[src/rtl/can_tail_pkg.sv]
// Shared definitions for the CAN frame-tail transmitter and its bit counter.
package can_tail_pkg;

  typedef enum logic [3:0] {
    IDLE,
    CRC_DEL,
    ACK_SLOT,
    ACK_DEL,
    EOF,
    ERR_FLAG,
    ERR_WAIT,
    ERR_DEL,
    IFS
  } state_t;

  localparam logic RECESSIVE = 1'b1;
  localparam logic DOMINANT  = 1'b0;

  localparam int EOF_BITS_DEF   = 7;
  localparam int IFS_BITS_DEF   = 3;
  localparam int FLAG_BITS_DEF  = 6;
  localparam int DELIM_BITS_DEF = 8;
  localparam int CNT_W_DEF      = 4;

endpackage

[src/rtl/can_bit_counter.sv]
// Bit-time up-counter: synchronous clear, per-bit enable and terminal-count compare.
module can_bit_counter #(
  parameter int CNT_W = 4
) (
  input  logic             clk,
  input  logic             rst_n,
  input  logic             clr_i,
  input  logic             en_i,
  input  logic [CNT_W-1:0] last_i,
  output logic             tc_o
);

  logic [CNT_W-1:0] cnt_q, cnt_d;

  always_comb begin
    cnt_d = cnt_q;
    if (clr_i) begin
      cnt_d = '0;
    end else if (en_i) begin
      cnt_d = cnt_q + 1'b1;
    end
  end

  always_ff @(posedge clk or negedge rst_n) begin
    if (!rst_n) begin
      cnt_q <= '0;
    end else begin
      cnt_q <= cnt_d;
    end
  end

  assign tc_o = (cnt_q == last_i);

endmodule

[src/rtl/can_tail_tx.sv]
// CAN frame-tail sequencer: CRC delimiter through intermission, with error flag/delimiter on fault.
module can_tail_tx
  import can_tail_pkg::*;
#(
  parameter int EOF_BITS   = EOF_BITS_DEF,
  parameter int IFS_BITS   = IFS_BITS_DEF,
  parameter int FLAG_BITS  = FLAG_BITS_DEF,
  parameter int DELIM_BITS = DELIM_BITS_DEF,
  parameter int CNT_W      = CNT_W_DEF
) (
  input  logic clk,
  input  logic reset,
  input  logic TP,
  input  logic SP,
  input  logic start,
  input  logic err_passive,
  input  logic RX,
  output logic TX,
  output logic busy,
  output logic EOF_Flag,
  output logic ACK_Error,
  output logic Form_Error,
  output logic done
);

  localparam logic [CNT_W-1:0] EOF_LAST   = CNT_W'(EOF_BITS - 1);
  localparam logic [CNT_W-1:0] IFS_LAST   = CNT_W'(IFS_BITS - 1);
  localparam logic [CNT_W-1:0] FLAG_LAST  = CNT_W'(FLAG_BITS - 1);
  localparam logic [CNT_W-1:0] DELIM_LAST = CNT_W'(DELIM_BITS - 2);

  state_t           state_q, state_d;
  logic             pend_q, pend_d;
  logic             busy_q, busy_d;
  logic             done_q, done_d;
  logic             tx_q, tx_d;
  logic             eof_q, eof_d;
  logic             ack_err_q, ack_err_d;
  logic             form_err_q, form_err_d;
  logic             rx_s_q, rx_s_d;
  logic             cnt_clr, cnt_en, cnt_tc;
  logic [CNT_W-1:0] cnt_last;

  can_bit_counter #(.CNT_W(CNT_W)) u_cnt (
    .clk    (clk),
    .rst_n  (reset),
    .clr_i  (cnt_clr),
    .en_i   (cnt_en),
    .last_i (cnt_last),
    .tc_o   (cnt_tc)
  );

  always_comb begin
    state_d    = state_q;
    pend_d     = pend_q;
    busy_d     = busy_q;
    done_d     = 1'b0;
    tx_d       = tx_q;
    ack_err_d  = ack_err_q;
    form_err_d = form_err_q;
    rx_s_d     = rx_s_q;
    cnt_en     = 1'b0;

    case (state_q)
      EOF:      cnt_last = EOF_LAST;
      ERR_FLAG: cnt_last = FLAG_LAST;
      ERR_DEL:  cnt_last = DELIM_LAST;
      IFS:      cnt_last = IFS_LAST;
      default:  cnt_last = '0;
    endcase

    if (start && (state_q == IDLE)) begin
      pend_d     = 1'b1;
      busy_d     = 1'b1;
      ack_err_d  = 1'b1;
      form_err_d = 1'b1;
    end

    // Errors flag immediately at SP; the state reacts at the following TP.
    if (SP) begin
      rx_s_d = RX;
      case (state_q)
        CRC_DEL, ACK_DEL, EOF: if (RX == DOMINANT) form_err_d = 1'b0;
        ACK_SLOT:              if (RX == RECESSIVE) ack_err_d = 1'b0;
        default: ;
      endcase
    end

    if (TP) begin
      rx_s_d = RECESSIVE;
      case (state_q)
        IDLE: begin
          if (pend_d) begin
            state_d = CRC_DEL;
            pend_d  = 1'b0;
          end
        end
        CRC_DEL:  state_d = rx_s_q ? ACK_SLOT : ERR_FLAG;
        ACK_SLOT: state_d = rx_s_q ? ERR_FLAG : ACK_DEL;
        ACK_DEL:  state_d = rx_s_q ? EOF : ERR_FLAG;
        EOF: begin
          cnt_en = 1'b1;
          if (!rx_s_q)     state_d = ERR_FLAG;
          else if (cnt_tc) state_d = IFS;
        end
        ERR_FLAG: begin
          cnt_en = 1'b1;
          if (cnt_tc) state_d = ERR_WAIT;
        end
        ERR_WAIT: if (rx_s_q) state_d = ERR_DEL;
        ERR_DEL: begin
          cnt_en = 1'b1;
          if (!rx_s_q)     state_d = ERR_FLAG;
          else if (cnt_tc) state_d = IFS;
        end
        IFS: begin
          cnt_en = 1'b1;
          if (!rx_s_q || cnt_tc) begin
            state_d = IDLE;
            done_d  = 1'b1;
            busy_d  = 1'b0;
          end
        end
        default: state_d = IDLE;
      endcase
      tx_d = (state_d == ERR_FLAG) ? err_passive : RECESSIVE;
    end

    eof_d   = (state_d != EOF);
    cnt_clr = TP && (state_d != state_q);
  end

  always_ff @(posedge clk or negedge reset) begin
    if (!reset) begin
      state_q    <= IDLE;
      pend_q     <= 1'b0;
      busy_q     <= 1'b0;
      done_q     <= 1'b0;
      tx_q       <= RECESSIVE;
      eof_q      <= 1'b1;
      ack_err_q  <= 1'b1;
      form_err_q <= 1'b1;
      rx_s_q     <= RECESSIVE;
    end else begin
      state_q    <= state_d;
      pend_q     <= pend_d;
      busy_q     <= busy_d;
      done_q     <= done_d;
      tx_q       <= tx_d;
      eof_q      <= eof_d;
      ack_err_q  <= ack_err_d;
      form_err_q <= form_err_d;
      rx_s_q     <= rx_s_d;
    end
  end

  assign TX         = tx_q;
  assign busy       = busy_q;
  assign EOF_Flag   = eof_q;
  assign ACK_Error  = ack_err_q;
  assign Form_Error = form_err_q;
  assign done       = done_q;

endmodule

[config.mk]
export PLATFORM = sky130hd
export DESIGN_NAME = can_tail_tx
export DESIGN_NICKNAME = d
export VERILOG_FILES = /design/src/rtl/can_tail_pkg.sv /design/src/rtl/can_bit_counter.sv /design/src/rtl/can_tail_tx.sv
export SDC_FILE = /design/constraint.sdc
export NUM_CORES = 1
export LEC_CHECK = 0
export CAP_MARGIN = 20
export CORE_MARGIN = 4
export CORE_UTILIZATION = 59
export CTS_BUF_LIST = sky130_fd_sc_hd__clkbuf_8
export CTS_CLUSTER_DIAMETER = 40
export DETAILED_ROUTE_END_ITERATION = 6
export GPL_ROUTABILITY_DRIVEN = 1
export PLACE_DENSITY = 0.94
export REMOVE_ABC_BUFFERS = 1
export SLEW_MARGIN = 15
export SYNTH_ARGS = -nofsm -noshare
export SYNTH_HDL_FRONTEND = slang
export SYNTH_HIERARCHICAL = 1
export SYNTH_SLANG_ARGS = --single-unit
[constraint.sdc]
create_clock -name clk -period 5.74 [get_ports clk]
set_input_delay 0.861 -clock clk [delete_from_list [all_inputs] [get_ports clk]]
set_output_delay 0.861 -clock clk [all_outputs]
set_load 0.02 [all_outputs]
==> impl_metrics.toml <==
[status]
status = "completed"

[worst_hold_path]
min_path_type = "reg2reg"
hp-start = "ACK_Error"

[sta]
worstMarginPinSlew_ps = 742
maxSlewViolCount = 0
hold_violations = 0
setup_tns_ps = 0
max_freq_ghz = 0.297
rsz0062_at_grt = "no"
min_period_over_period = 0.587
finalSetupViolCount = 0
slew_headroom = 0.505
skew_ps = 5.56
finalCriticalPeriod_ps = 3370

[worst_setup_path]
crit_arrival_ps = 3500
required_ps = 5880
crit_slowest_cell = "dfrtp_1"
path_cells = "xnor2_1 > nand2_1 > nand2_1 > xor2_1 > nor4_1 > buf_4 > and2b_1 > o21ai_2 > a31oi_4 > mux2i_1 > o31a_1 > nor2_1 > mux2_4"
critPathMaxFanout = 21
critPathMostFrequentCell = "nand2_1"
path_class = "reg2reg"
startpoint = "state_q[0]"
timing.rr.start = "state_q[0]"
max_stage_delay_ps = 820
critPathCaptureType = "flip-flop"
critPathLaunchType = "flip-flop"

[logic_synthesis]
synth_cell_type_count = 56
syn_avg_cell_area_um2 = 9.24
yosysSeqAreaShare = 0.344
yosys_register_bits = 16
synth_edf_count = 0
yosysTopAreaCell = "dfrtp_1"
synth_warnings = 6
netlist_area_um2 = 1180
yosysTopAreaCellShare = 0.233
synthArstFlopShare = 1.00
synth.area.top_cells = "dfrtp_1 23%, dfstp_2 11%, nor2_1 4.4%"
ys.flop_type = "dfrtp_1"
syn_inst = 128

[clocking]
cts_tree = "done"
cts_made_buffers = 3
clk_pin_slew_ps = 70
hold_buffers = 0
cts-root-buf = "clkbuf_8"
clkLatencyLatePin_ps = 250
cts_max_level = 1
cts_setup_buffers = 0
cts_buffer_depth = 2
clkSinkCount = 16
post_cts_resized = 0

[cells_and_area]
drive_gt1_frac = 0.199
nets = 145
layout.cells.non_filler = 161
antennaDiodeCount = 0
final_common_cell = "nor2_1"
final_cell_mix = "14 x nor2_1, 12 x clkdlybuf4s50_1, 11 x dfrtp_1"
fin_util = 0.729
syn_to_final_growth_pct = 12.2

[grt]
grt_max_degree = 22
grt_remaining_overflow = 0
first_global_vias = 892
grtUsageTotal = 0.220
antenna_found_initial = 0
grt_first_pass_wirelength_um = 4370

[route]
via_per_inst = 5.99
drcViolationCount = 0
drt-wirelength-per-cell_um = 16.4
first_pass_iters = 4
initialDrtViolationCount = 38
finalWirelength_um = 2630
ant_nets = 0
vias = 964

[floorplan]
dieHeight_um = 52.8
coreArea_um2 = 1820
core.rowCount = 15
die_area_um2 = 2780
start_util = 0.649
ios = 13
die_x_um = 52.8

[power_and_ir_drop]
power.density_nw_per_um2 = 557
leakagePower_nw = 0.574
total_power_w = 0.000739
vdd_drop_max_v = 0.000300

[placement]
hpwl_um = 1840
port_buffers = 12
dpl.cell_count = 157
place_congestion = 0.841

[job]
maxCapViolCount = 0
[layout make-up]
type	count	area (um^2)
multi-input combinational	97	683
sequential	16	407
inverter	6	22.5
fill	144	494
timing repair buffer	13	128
clock buffer	4	55.1
tap	25	31.3
[stage by stage]
stage	setup slack (ps)	hold WS [ps]	instance area, um^2
after floorplan	2540	526	1110
after global placement	2620	476	1270
after detailed placement	2440	492	1270
after CTS	2410	507	1330
after global routing	2170	547	1330
final	2370	505	1330
[kinds of logic (layout without fill, tap and decap cells)]
| family | after synthesis | in the layout | synth area share |
|---|---|---|---|
| AOI/OAI and AO/OA | 32 | 32 | 0.215 |
| xor gates and xnor gates | 6 | 6 | 0.0444 |
| adders and majority gates | 1 | 1 | 0.0106 |
| buffers and inverters | 15 | 23 | 0.0783 |
| DFF | 16 | 16 | 0.344 |
| muxes | 4 | 4 | 0.0381 |
| other | 1 | 1 | 0.00317 |
| and+or+nand+nor | 53 | 53 | 0.267 |
[per-layer routing]
layer  vias to the layer above  part of all wire  track usage
met1                       452              0.42        0.287
met5                         -                 0            0
met2                        37              0.49        0.351
li1                        469                 -            -
met4                         0             0.028        0.111
met3                         6             0.057       0.0313
[worst max-delay path, delay by kind of cell (launching register included)]
kind                      cells  cell delay, ps
AOI/OAI and AO/OA             3             540
buffers and inverters         1             220
xor gates and xnor gates      2             410
DFF                           1             820
muxes                         2             490
and+or+nand+nor               5             770
[power breakdown]
part / switching, W / internal [W] / total (W)
Clock: 0.0000402 / 0.0000609 / 0.000101
Combinational: 0.000194 / 0.000191 / 0.000386
Sequential: 0.0000915 / 0.000161 / 0.000252
[state kept, by name (all words and copies together), names as in the netlist]
signal,count
u_cnt/cnt_q,4
rx_s_q,1
state_q,4
ACK_Error,1
EOF_Flag,1
busy,1
Form_Error,1
TX,1
done,1
pend_q,1
[final timing paths]
kind | end | slack (ps) | cells past startpoint
setup / recovery | u_cnt/cnt_q[3] | 2370 | 13
hold / removal | ACK_Error | 500 | 2
setup reg to reg | u_cnt/cnt_q[3] | 2370 | 13
hold reg to reg | ACK_Error | 500 | 2
max in group asynchronous | state_q[1] | 4230 | 1
min in group asynchronous | done | 1040 | 1
[synthesized netlist by cell type (2+ instances only)]
master / number
nor2b_1: 5
dfstp_2: 5
nand3_1: 3
nand2_1: 9
a31oi_1: 2
and2_1: 3
mux2i_1: 3
o21ai_0: 6
buf_6: 2
o32a_1: 2
o21ai_2: 3
buf_4: 2
inv_1: 5
nand4_1: 2
and2b_1: 2
a21oi_1: 4
xnor2_1: 2
dfrtp_1: 11
xor2_1: 4
buf_2: 3
nor2_1: 14
nand2b_1: 2
Power figures use the tool's default switching activity.
